<file path="src/rtl/proc_param.sv">
// Multicycle processor core with DW-bit datapath, conditional relative branches,
// Z/N/C flags and a Ready handshake on every memory access.
module proc_param #(
    parameter int unsigned   DW       = 16,
    parameter logic [DW-1:0] RESET_PC = '0
) (
    input  logic          Clock,
    input  logic          Resetn,
    input  logic          Run,
    input  logic [DW-1:0] DIN,
    input  logic          Ready,
    output logic [DW-1:0] DOUT,
    output logic [DW-1:0] ADDR,
    output logic          W,
    output logic          Done,
    output logic [2:0]    Flags
);

    typedef enum logic [2:0] {T0, T1, T2, T3, T4, T5} state_t;

    localparam logic [2:0] OP_MV  = 3'b000;
    localparam logic [2:0] OP_MVT = 3'b001;
    localparam logic [2:0] OP_ADD = 3'b010;
    localparam logic [2:0] OP_SUB = 3'b011;
    localparam logic [2:0] OP_LD  = 3'b100;
    localparam logic [2:0] OP_ST  = 3'b101;
    localparam logic [2:0] OP_AND = 3'b110;
    localparam logic [2:0] OP_B   = 3'b111;

    state_t          state_q, state_d;
    logic [DW-1:0]   regs_q [7];
    logic [DW-1:0]   regs_d [7];
    logic [DW-1:0]   pc_q, pc_d;
    logic [DW-1:0]   a_q, a_d;
    logic [DW-1:0]   g_q, g_d;
    logic [15:0]     ir_q, ir_d;
    logic [DW-1:0]   addr_q, addr_d;
    logic [DW-1:0]   dout_q, dout_d;
    logic            w_q, w_d;
    logic [2:0]      flags_q, flags_d;

    logic [2:0]      op, rx, ry;
    logic            m;
    logic [DW-1:0]   imm_d, mvt_val, offset;
    logic [DW-1:0]   rf [8];
    logic [DW-1:0]   rx_val, ry_val, alu_b, alu_res;
    logic [DW:0]     add_full;
    logic            alu_c, cond_true, is_alu;
    logic            wr_en;
    logic [DW-1:0]   wr_val;

    assign op      = ir_q[15:13];
    assign m       = ir_q[12];
    assign rx      = ir_q[11:9];
    assign ry      = ir_q[2:0];
    assign imm_d   = {{(DW-9){1'b0}}, ir_q[8:0]};
    assign mvt_val = {ir_q[7:0], {(DW-8){1'b0}}};
    assign offset  = {{(DW-9){ir_q[8]}}, ir_q[8:0]};
    assign is_alu  = (op == OP_ADD) || (op == OP_SUB) || (op == OP_AND);

    // Register 7 reads as the PC so every operand path sees one uniform file.
    always_comb begin
        for (int i = 0; i < 7; i++) rf[i] = regs_q[i];
        rf[7] = pc_q;
    end

    assign rx_val   = rf[rx];
    assign ry_val   = rf[ry];
    assign alu_b    = m ? imm_d : ry_val;
    assign add_full = {1'b0, a_q} + {1'b0, alu_b};

    always_comb begin
        alu_res = add_full[DW-1:0];
        alu_c   = add_full[DW];
        case (op)
            OP_SUB: begin
                alu_res = a_q - alu_b;
                alu_c   = (a_q >= alu_b);
            end
            OP_AND: begin
                alu_res = a_q & alu_b;
                alu_c   = 1'b0;
            end
            default: ;
        endcase
    end

    always_comb begin
        cond_true = 1'b0;
        case (rx)
            3'b000:  cond_true = 1'b1;
            3'b001:  cond_true = flags_q[2];
            3'b010:  cond_true = ~flags_q[2];
            3'b011:  cond_true = ~flags_q[0];
            3'b100:  cond_true = flags_q[0];
            3'b101:  cond_true = ~flags_q[1];
            3'b110:  cond_true = flags_q[1];
            default: cond_true = 1'b0;
        endcase
    end

    // State register
    always_ff @(posedge Clock or negedge Resetn) begin
        if (!Resetn) state_q <= T0;
        else         state_q <= state_d;
    end

    // Next-state logic
    always_comb begin
        state_d = state_q;
        unique case (state_q)
            T0: state_d = Run ? T1 : T0;
            T1: state_d = Ready ? T2 : T1;
            T2: state_d = T3;
            T3: begin
                if (op == OP_MV || op == OP_MVT || (op == OP_B && !cond_true)) state_d = T0;
                else                                                           state_d = T4;
            end
            T4: state_d = (op == OP_LD && !Ready) ? T4 : T5;
            T5: state_d = (op == OP_ST && !Ready) ? T5 : T0;
            default: state_d = T0;
        endcase
    end

    // Output logic
    always_comb begin
        Done = 1'b0;
        if (state_q == T3)
            Done = (op == OP_MV) || (op == OP_MVT) || (op == OP_B && !cond_true);
        else if (state_q == T5)
            Done = !(op == OP_ST && !Ready);
    end

    // NOTE: every _d is defaulted to its _q before the case so no path infers a latch.
    always_comb begin
        regs_d  = regs_q;
        pc_d    = pc_q;
        a_d     = a_q;
        g_d     = g_q;
        ir_d    = ir_q;
        addr_d  = addr_q;
        dout_d  = dout_q;
        w_d     = w_q;
        flags_d = flags_q;
        wr_en   = 1'b0;
        wr_val  = '0;
        unique case (state_q)
            T0: begin
                addr_d = pc_q;
                if (Run) pc_d = pc_q + 1'b1;
            end
            T2: ir_d = DIN[15:0];
            T3: begin
                if (op == OP_MV) begin
                    wr_en  = 1'b1;
                    wr_val = m ? imm_d : ry_val;
                end else if (op == OP_MVT) begin
                    wr_en  = 1'b1;
                    wr_val = mvt_val;
                end else if (is_alu) begin
                    a_d = rx_val;
                end else if (op == OP_LD || op == OP_ST) begin
                    addr_d = ry_val;
                end else if (cond_true) begin
                    a_d = pc_q;
                end
            end
            T4: begin
                if (is_alu) begin
                    g_d     = alu_res;
                    flags_d = {(alu_res == '0), alu_res[DW-1], alu_c};
                end else if (op == OP_ST) begin
                    dout_d = rx_val;
                    w_d    = 1'b1;
                end else if (op == OP_B) begin
                    g_d = a_q + offset;
                end
            end
            T5: begin
                if (is_alu) begin
                    wr_en  = 1'b1;
                    wr_val = g_q;
                end else if (op == OP_LD) begin
                    wr_en  = 1'b1;
                    wr_val = DIN;
                end else if (op == OP_ST) begin
                    if (Ready) w_d = 1'b0;
                end else if (op == OP_B) begin
                    pc_d = g_q;
                end
            end
            default: ;
        endcase
        // A write to register 7 lands in the PC, overriding any increment.
        if (wr_en) begin
            if (rx == 3'd7) pc_d = wr_val;
            for (int i = 0; i < 7; i++)
                if (rx == 3'(i)) regs_d[i] = wr_val;
        end
    end

    // NOTE: the register file is reset too, so an aborted instruction leaves nothing behind.
    always_ff @(posedge Clock or negedge Resetn) begin
        if (!Resetn) begin
            regs_q  <= '{default: '0};
            pc_q    <= RESET_PC;
            a_q     <= '0;
            g_q     <= '0;
            ir_q    <= '0;
            addr_q  <= '0;
            dout_q  <= '0;
            w_q     <= 1'b0;
            flags_q <= 3'b000;
        end else begin
            regs_q  <= regs_d;
            pc_q    <= pc_d;
            a_q     <= a_d;
            g_q     <= g_d;
            ir_q    <= ir_d;
            addr_q  <= addr_d;
            dout_q  <= dout_d;
            w_q     <= w_d;
            flags_q <= flags_d;
        end
    end

    assign ADDR  = addr_q;
    assign DOUT  = dout_q;
    assign W     = w_q;
    assign Flags = flags_q;

endmodule
</file>
<file path="config.mk">
export PLATFORM = sky130hd
export DESIGN_NAME = proc_param
export DESIGN_NICKNAME = d
export VERILOG_FILES = /design/src/rtl/proc_param.sv
export SDC_FILE = /design/constraint.sdc
export NUM_CORES = 1
export LEC_CHECK = 0
export ABC_AREA = 1
export ABC_CLOCK_PERIOD_IN_PS = 3900
export CAP_MARGIN = 20
export CORE_AREA = 2 2 175 177
export CTS_BUF_LIST = sky130_fd_sc_hd__clkbuf_8
export DETAILED_ROUTE_END_ITERATION = 8
export DIE_AREA = 0 0 177 179
export GPL_ROUTABILITY_DRIVEN = 0
export PLACE_DENSITY = 0.68
export SLEW_MARGIN = 20
export SYNTH_ARGS = -nofsm -noshare
export SYNTH_HDL_FRONTEND = slang
export SYNTH_SLANG_ARGS = --single-unit
</file>
<file path="constraint.sdc">
create_clock -name Clock -period 3.9 [get_ports Clock]
set_clock_uncertainty 0.05 [all_clocks]
set_input_delay 1.17 -clock Clock [delete_from_list [all_inputs] [get_ports Clock]]
set_output_delay 1.17 -clock Clock [all_outputs]
set_load 0.02 [all_outputs]
</file>
==> results of run 1 <==
[worst max-delay path by stage]
| stage | start | end |
|---|---|---|
| 3_3_place_gp | Ready | Done |
| 6_report | ir_q[2]$_DFFE_PN0P_ | g_q[10]$_DFFE_PN0P_ |
| 3_5_place_dp | Ready | Done |
| 5_1_grt | ir_q[0]$_DFFE_PN0P_ | g_q[15]$_DFFE_PN0P_ |
| 4_1_cts | ir_q[11]$_DFFE_PN0P_ | Done |
| 2_1_floorplan | ir_q[0]$_DFFE_PN0P_ | Flags[2]$_DFFE_PN0P_ |
[synthesized netlist by cell type, types with 3 or more instances]
| cell | n | area [um^2] |
|---|---|---|
| mux2_2 | 27 | 304 |
| o21bai_1 | 7 | 52.6 |
| o211ai_1 | 14 | 105 |
| o21ai_2 | 8 | 70.1 |
| o31ai_1 | 3 | 22.5 |
| o21ai_1 | 8 | 40.0 |
| nand3_1 | 147 | 736 |
| fa_1 | 3 | 60.1 |
| clkbuf_1 | 67 | 251 |
| dfrtp_1 | 215 | 5380 |
| a22oi_1 | 9 | 67.6 |
| a21oi_1 | 142 | 711 |
| a221oi_1 | 20 | 175 |
| buf_1 | 9 | 33.8 |
| nor2_1 | 124 | 465 |
| o22ai_1 | 40 | 250 |
| o211ai_2 | 3 | 37.5 |
| inv_2 | 3 | 11.3 |
| o32ai_1 | 3 | 26.3 |
| o22ai_2 | 3 | 37.5 |
| xor2_1 | 7 | 61.3 |
| nand3b_1 | 4 | 30.0 |
| nand4_1 | 14 | 87.6 |
| buf_2 | 34 | 170 |
| inv_1 | 282 | 1060 |
| o2111ai_1 | 3 | 26.3 |
| nor3_1 | 23 | 115 |
| nor2_2 | 3 | 18.8 |
| a31oi_1 | 18 | 113 |
| nand2_1 | 492 | 1850 |
| xnor2_1 | 5 | 43.8 |
| o221ai_1 | 9 | 78.8 |
| ha_1 | 54 | 676 |
| o21ai_0 | 284 | 1420 |
[flip-flops by register name, summed over array words and instances (netlist names)]
name,count
W,1
DOUT,16
pc_q,16
regs_q,112
ir_q,16
Flags,3
ADDR,16
g_q,16
state_q,3
a_q,16
[per-stage QoR]
step / area, um^2 / util (%)
floorplan: 14700 / -
global placement: 15800 / 52.6
detailed placement: 15800 / 52.6
CTS: 16600 / 55.3
global route: 16700 / 55.5
finish: 16700 / 55.5
[power groups by stage]
stage	combinational (mW)	sequential [mW]	clock [mW]
floorplan	7.24	3.64	0
global route	12.3	3.79	2.33
global placement	10.5	3.70	0
CTS	10.7	3.68	2.23
detailed placement	10.7	3.71	0
finish	11.1	3.71	2.21
[worst register-to-register path, delay by kind of cell (launching register included)]
kind,cells,cell delay [ns]
compound gates,1,0.14
fa+ha+maj,1,0.40
buf+inv,3,0.86
flops,1,0.36
simple gates,11,1.67
[metal layers]
metal | routed length (um) | GRT usage, % | up-vias
met5 | 0 | 0 | -
met4 | 2410 | 15.9 | 0
met3 | 4850 | 5.43 | 168
met2 | 22800 | 50.8 | 843
met1 | 20900 | 43.4 | 7048
li1 | - | - | 7087
[what timing repair did]
action	CTS	global route
pin swaps	0	3
buffers inserted	0	3
setup endpoints to repair	1	6
gates resized for setup	3	16
[final cells by class]
cell class | instances | area share [%]
clock buffers | 52 | 4.30
repair buffers | 111 | 6.31
well taps | 396 | 2.97
flip-flops and latches | 215 | 32.3
clock inverters | 14 | 0.481
multi-input cells | 1488 | 47.1
inverters | 287 | 6.48
[cells by family after synthesis]
kind of cell	count (synthesis)	share of synthesized area, %
buffers and inverters	397	10.4
muxes	27	2.07
AOI/OAI and AO/OA	581	22.5
xor gates and xnor gates	12	0.714
adders and majority gates	57	5.00
DFF	215	36.6
and+or+nand+nor	811	22.7
==> impl_summary.txt, run 1 <==
----------------------------------------------------
[Pwr]
  Overall power consumption ... between 15 and 20 mW
  Gate power share ... around two thirds
  Share of total power in the clock network ... 12.9%
  Part of the total power dissipated in sequential elements ... a little over a fifth
  Worst VDD drop ... 0.000364 V
  Sw Pwr ... 9.12 mW
  Power per standard cell area ... 1020 nW/um^2
  Switching power share of the total ... 53.5%
  Standby leakage power ... between 8 and 9 nW
  Int Power ... a little under 8 mW

[Global route]
  Overflow after GRT ... 0
  Global router's overall resource usage ... 32.4%
  Number of antenna violations at the first check in global routing ... 0
  Maximum number of pins on one net before global-route repair ... 73
  Vias in the first global route ... 14.2k
  Global-route wire length before repair ... just under 80000 um

[Hold path]
  Min-delay src ... DOUT[3]$_DFFE_PN0P_
  Worst hold-check path type ... flip-flop to flip-flop
  Hold EP ... DOUT[3]$_DFFE_PN0P_
  Number of stages on the worst hold path ... 2

[Detailed routing]
  Total Wirelength ... 51000 um
  DR pass1 iterations ... 6
  Post-route DRC violation count ... 0
  Violation count after the first detailed-route iteration ... 1720
  DR vias ... 15.1k
  Vias per cell ... a little under 6
  WL/cell ... 19.9 um
  Number of nets with antenna violations after detailed routing ... 0

[Synth]
  Synth warn ... 0
  Average cell area after synthesis ... 7.01 um^2
  Distinct cell type count after synthesis ... 45
  Async S/R FF share, synth ... 100%
  Netlist area before placement ... 14700 um^2
  Synth Instances ... 2100
  Seq/Total Area, Yosys ... 36.6%
  Count of state elements after synthesis ... ~220
  Number of synthesized flops with an enable pin ... 0
  Mapped Nets ... roughly 2.2k
  Leading register cell type out of synthesis ... dfrtp_1

[Finish]
  Layout cell share with drive strength beyond 1 ... about 8.4%
  Area used by multi-input combinational logic ... 7850 um^2
  Layout Cells excl Fill ... 2563
  Sequential cell area in the final layout ... 5380 um^2
  Number of diodes added for antenna fixing ... 0
  Count of fill cells added during filler insertion ... 2894
  Layout overhead on the synthesized area ... 13.2%
  Commonest non-fill, non-tap cell in the layout ... nand2_1
  Commonest cells after routing, fill and taps aside ... nand2_1, inv_1, o21ai_0
  Total number of nets in the final design ... 2218

[Setup path]
  Maximum fanout along the worst path ... 10
  R2R cell count ... 16
  Flop-to-flop setup slack ... between 0.3 and 0.4 ns
  Number of logic stages on the critical path including buffering ... 16
  Worst-path cell with the longest stage delay ... ha_1
  Worst path required time ... between 4 and 5 ns
  Terminus of the critical flop-to-flop path ... g_q[10]$_DFFE_PN0P_
  Delay of the slowest cell on the worst path ... 0.40 ns
  Worst flop-to-flop path startpoint ... ir_q[2]$_DFFE_PN0P_
  Data arrival time of the worst path ... 3.96 ns
  Nature of the critical path startpoint ... flip-flop
  Setup crit end kind ... flip-flop
  Delay-heaviest family, CP ... simple AND/OR/NAND/NOR gates
  Worst Setup Path Type ... flip-flop to flip-flop
  Worst Path Buf+Inv ... 3
  Cells traversed along the worst timing path ... clkinv_1 > buf_4 > nand3_1 > nand2_1 > nor2_1 > inv_1 > ha_1 > nand2_1 > nor2_1 > nand3_1 > nand3_1 > nand2_1 > nand3_1 > nand2_1 > nor3_1 > o21ai_0

[Timing]
  Final period demand of the worst path ... 3.60 ns
  Final setup viols ... 0
  Total Negative Setup Slacks ... 0 ns
  Fin. Hold Viols ... 0
  Max Clock Freq ... between 0.2 and 0.3 GHz
  Setup repair after global routing missed its margin ... no
  Final number of max-transition violations ... 0
  Final Cycle Share ... 92.2%
  Worst hold-check slack ... 0.433 ns
  Worst-case setup margin in the final layout ... 0.304 ns
  Pin slew with the least headroom to its limit ... 1.01 ns
  Max transition margin ... 32.3%

[Clocking]
  Clock tree from TritonCTS ... yes
  Root Buffer ... clkbuf_8
  Bufs on Longest Clock Path ... 3
  CTS Buf Count ... 38
  Clk sinks ... ~220
  Worst-Skew Late Latency ... roughly 0.55 ns
  Max H-tree Level ... 2
  Post-CTS clock slew at the launch and capture registers of the worst setup and hold paths ... 0.06 ns
  Hold bufs inserted after CTS ... 0

[Placed design]
  DPL Wire Length ... 36600 um
  Post-placement setup slack ... between 0.2 and 0.25 ns
  Placed cell count ... ~2.5k
  PortBufs ... 56

[Run]
  Max-cap check violation count ... 0

[Floorplan]
  Top Ports ... 57
  Die area ... 31700 um^2
  Row cnt ... 64
  Area inside the core boundary ... approximately 30000 um^2
  Die boundary width ... 177 um
  Initial Util ... around 49%
  Chip Height ... 179 um

[Outcome]
  Result of the run ... finished clean

----------------------------------------------------
Power figures use the tool's default switching activity.
==> inputs of run 2 (changes only) <==
--- a/config.mk
+++ b/config.mk
@@ -14,7 +14,7 @@
 export DIE_AREA = 0 0 177 179
 export GPL_ROUTABILITY_DRIVEN = 0
 export PLACE_DENSITY = 0.68
-export SLEW_MARGIN = 20
+export RECOVER_POWER = 100
 export SYNTH_ARGS = -nofsm -noshare
 export SYNTH_HDL_FRONTEND = slang
 export SYNTH_SLANG_ARGS = --single-unit
==> run 2 against run 1 <==
Effect of this change: the run now ends with capacitance limit, slew limit left; wire length rose by 0.35%; worst hold slack got worse by 0.0044 ns; non-clock buffer count stayed put; design area shrank 0.82%.
==> impl_summary.txt, run 2 (synthesized netlist as in run 1, its figures left out) <==
----------------------------------------------------
[Outcome]
  Result of the run ... finished with violations
  Failing checks ... capacitance limit, slew limit

[Floorplan]
  Area inside the core boundary ... 30000 um^2 (unchanged)
  Row cnt ... 64 (unchanged)
  Initial Util ... 49.0% (unchanged)
  Chip Height ... 179 um (unchanged)
  Top Ports ... 57 (unchanged)
  Die boundary width ... 177 um (unchanged)
  Die area ... 31700 um^2 (unchanged)

[Timing]
  Setup repair after global routing missed its margin ... no
  Pin slew with the least headroom to its limit ... 2.03 ns (+1.02 ns)
  Final setup viols ... 0 (unchanged)
  Max Clock Freq ... 0.270 GHz (-2.9%)
  Final number of max-transition violations ... 72 (+72)
  Final Cycle Share ... 94.9% (+2.7 points)
  Worst hold-check slack ... 0.429 ns (-0.00444 ns)
  Fin. Hold Viols ... 0 (unchanged)
  Final period demand of the worst path ... 3.70 ns (+0.106 ns)
  Total Negative Setup Slacks ... 0 ns (unchanged)
  Max transition margin ... -35.4% (-68 points)

[Finish]
  Commonest non-fill, non-tap cell in the layout ... nand2_1
  Number of flip-flops under the largest register name ... 112 (unchanged)
  Design area ... 16500 um^2 (-0.82%)
  Layout overhead on the synthesized area ... 12.3%
  Post-route core utilization ... 55.0% (-0.45 points)
  Top register by number of flip-flops ... regs_q
  Layout cell share with drive strength beyond 1 ... 7.25% (-1.2 points)
  Total number of nets in the final design ... 2218 (unchanged)
  Number of diodes added for antenna fixing ... 0 (unchanged)
  Commonest cells after routing, fill and taps aside ... nand2_1, inv_1, o21ai_0

[Clocking]
  Clk sinks ... 215 (unchanged)
  Bufs on Longest Clock Path ... 3 (unchanged)
  Worst-Skew Late Latency ... 0.55 ns (about the same)
  Clock tree from TritonCTS ... yes
  Max H-tree Level ... 2 (unchanged)
  Root Buffer ... clkbuf_8
  Post-CTS clock slew at the launch and capture registers of the worst setup and hold paths ... 0.06 ns (about the same)
  CTS Buf Count ... 38 (unchanged)

[Setup path]
  Setup crit end kind ... output port
  Data arrival time of the worst path ... 2.48 ns (-1.48 ns)
  Nature of the critical path startpoint ... flip-flop
  Maximum fanout along the worst path ... 6 (-4)
  Delay-heaviest family, CP ... simple AND/OR/NAND/NOR gates
  Cells traversed along the worst timing path ... nand2_1 > inv_1 > o21ai_0 > a21oi_1 > nor3_1 > nand3_1 > nand2_1 > nand2_1 > nand2_1 > dlymetal6s2s_1
  Worst Setup Path Type ... flip-flop to output port
  Worst path required time ... 2.68 ns (-1.58 ns)
  Library cell appearing most often on the critical path ... nand2_1
  Worst Path Buf+Inv ... 2 (-1)
  Delay of the slowest cell on the worst path ... 0.45 ns (+0.05 ns)
  Flop-to-flop setup slack ... 0.26 ns (-0.04 ns)
  Worst-path cell with the longest stage delay ... dfrtp_1

[Global route]
  Overflow after GRT ... 0 (unchanged)
  Global-route wire length before repair ... 79400 um (unchanged)
  Vias in the first global route ... 14.2k (unchanged)
  Number of antenna violations at the first check in global routing ... 0 (unchanged)
  Global router's overall resource usage ... 32.4% (unchanged)
  Maximum number of pins on one net before global-route repair ... 73 (unchanged)

[Run]
  Max-cap check violation count ... 1 (+1)

[Detailed routing]
  Violation count after the first detailed-route iteration ... 1667 (-3.1%)
  DR vias ... 15.2k (+0.086%)
  Vias per cell ... 5.91 (about the same)
  Total Wirelength ... 51100 um (+0.35%)
  WL/cell ... 20.0 um (+0.35%)
  Number of nets with antenna violations after detailed routing ... 0 (unchanged)
  DR pass1 iterations ... 9 (+3)
  Post-route DRC violation count ... 0 (unchanged)

[Pwr]
  Switching power share of the total ... 53.6% (+0.13 points)
  Part of the total power dissipated in sequential elements ... 21.9% (about the same)
  Worst VDD drop ... 0.000363 V (-0.32%)
  Overall power consumption ... 16.9 mW (-0.83%)
  Int Power ... 7.84 mW (-1.1%)
  Standby leakage power ... 8.13 nW (-0.15%)
  Gate power share ... 65.1% (-0.2 points)
  Power per standard cell area ... 1020 nW/um^2 (about the same)
  Sw Pwr ... 9.07 mW (-0.59%)
  Share of total power in the clock network ... 13.0% (about the same)

[Hold path]
  Worst hold-check path type ... flip-flop to flip-flop

[Placed design]
  PortBufs ... 56 (unchanged)
  DPL Wire Length ... 36600 um (unchanged)
  Dpl cell area ... 15800 um^2 (unchanged)

----------------------------------------------------
==> run 2: worst paths after layout <==
check                                     start                       to  depth (start not counted)
setup / recovery            ir_q[9]$_DFFE_PN0P_                     Done                         10
hold / removal              DOUT[3]$_DFFE_PN0P_      DOUT[3]$_DFFE_PN0P_                          2
setup reg to reg           ir_q[14]$_DFFE_PN0P_  regs_q[110]$_DFFE_PN0P_                          8
hold reg to reg             DOUT[3]$_DFFE_PN0P_      DOUT[3]$_DFFE_PN0P_                          2
max in group asynchronous                Resetn     ADDR[14]$_DFFE_PN0P_                          2
min in group asynchronous                Resetn   regs_q[96]$_DFFE_PN0P_                          1
==> run 2: repair_timing <==
| item | 4_1_cts | 5_1_grt |
|---|---|---|
| gates resized for setup | 3 | 16 |
| buffers inserted | 0 | 3 |
| endpoints found under the setup margin | 1 | 6 |
| hold buffers | 0 | 0 |
| pin swaps | 0 | 3 |
==> run 2: layout make-up <==
cell class / count / area, um^2
multi-input cells: 1488 / 7760
clock inverters: 14 / 80.1
well taps: 396 / 495
clock buffers: 52 / 716
fillers: 2915 / 13500
inverters: 287 / 1080
repair buffers: 111 / 1010
flip-flops and latches: 215 / 5380
==> run 2: power groups by stage <==
| stage | Clock, mW | Sequential, mW | Combinational [mW] |
|---|---|---|---|
| floorplan | 0 | 3.64 | 7.24 |
| global placement | 0 | 3.70 | 10.5 |
| detailed placement | 0 | 3.71 | 10.7 |
| CTS | 2.23 | 3.68 | 10.7 |
| global route | 2.33 | 3.78 | 12.2 |
| finish | 2.20 | 3.70 | 11.0 |
==> run 2: tightest hold or removal path: stages, from the launching register on <==
cell	delay, ns
dfrtp_1	0.33
nand2_1	0.05
o21ai_0	0.06
==> run 2: layer usage <==
| metal | wire, um | global-route usage (%) | vias to the layer above | part of all wire [%] |
|---|---|---|---|---|
| met4 | 2510 | 15.9 | 0 | 4.9 |
| met2 | 22800 | 50.8 | 848 | 45 |
| met5 | 0 | 0 | - | 0 |
| met3 | 4640 | 5.43 | 176 | 9.1 |
| li1 | - | - | 7088 | - |
| met1 | 21100 | 43.4 | 7047 | 41 |
==> run 2: stage by stage <==
step	worst slack [ns]	cells
5_1_grt	0.0214	2563
3_5_place_dp	0.219	2494
2_1_floorplan	0.856	2100
6_report	0.198	2563
3_3_place_gp	0.234	2494
4_1_cts	0.00362	2560
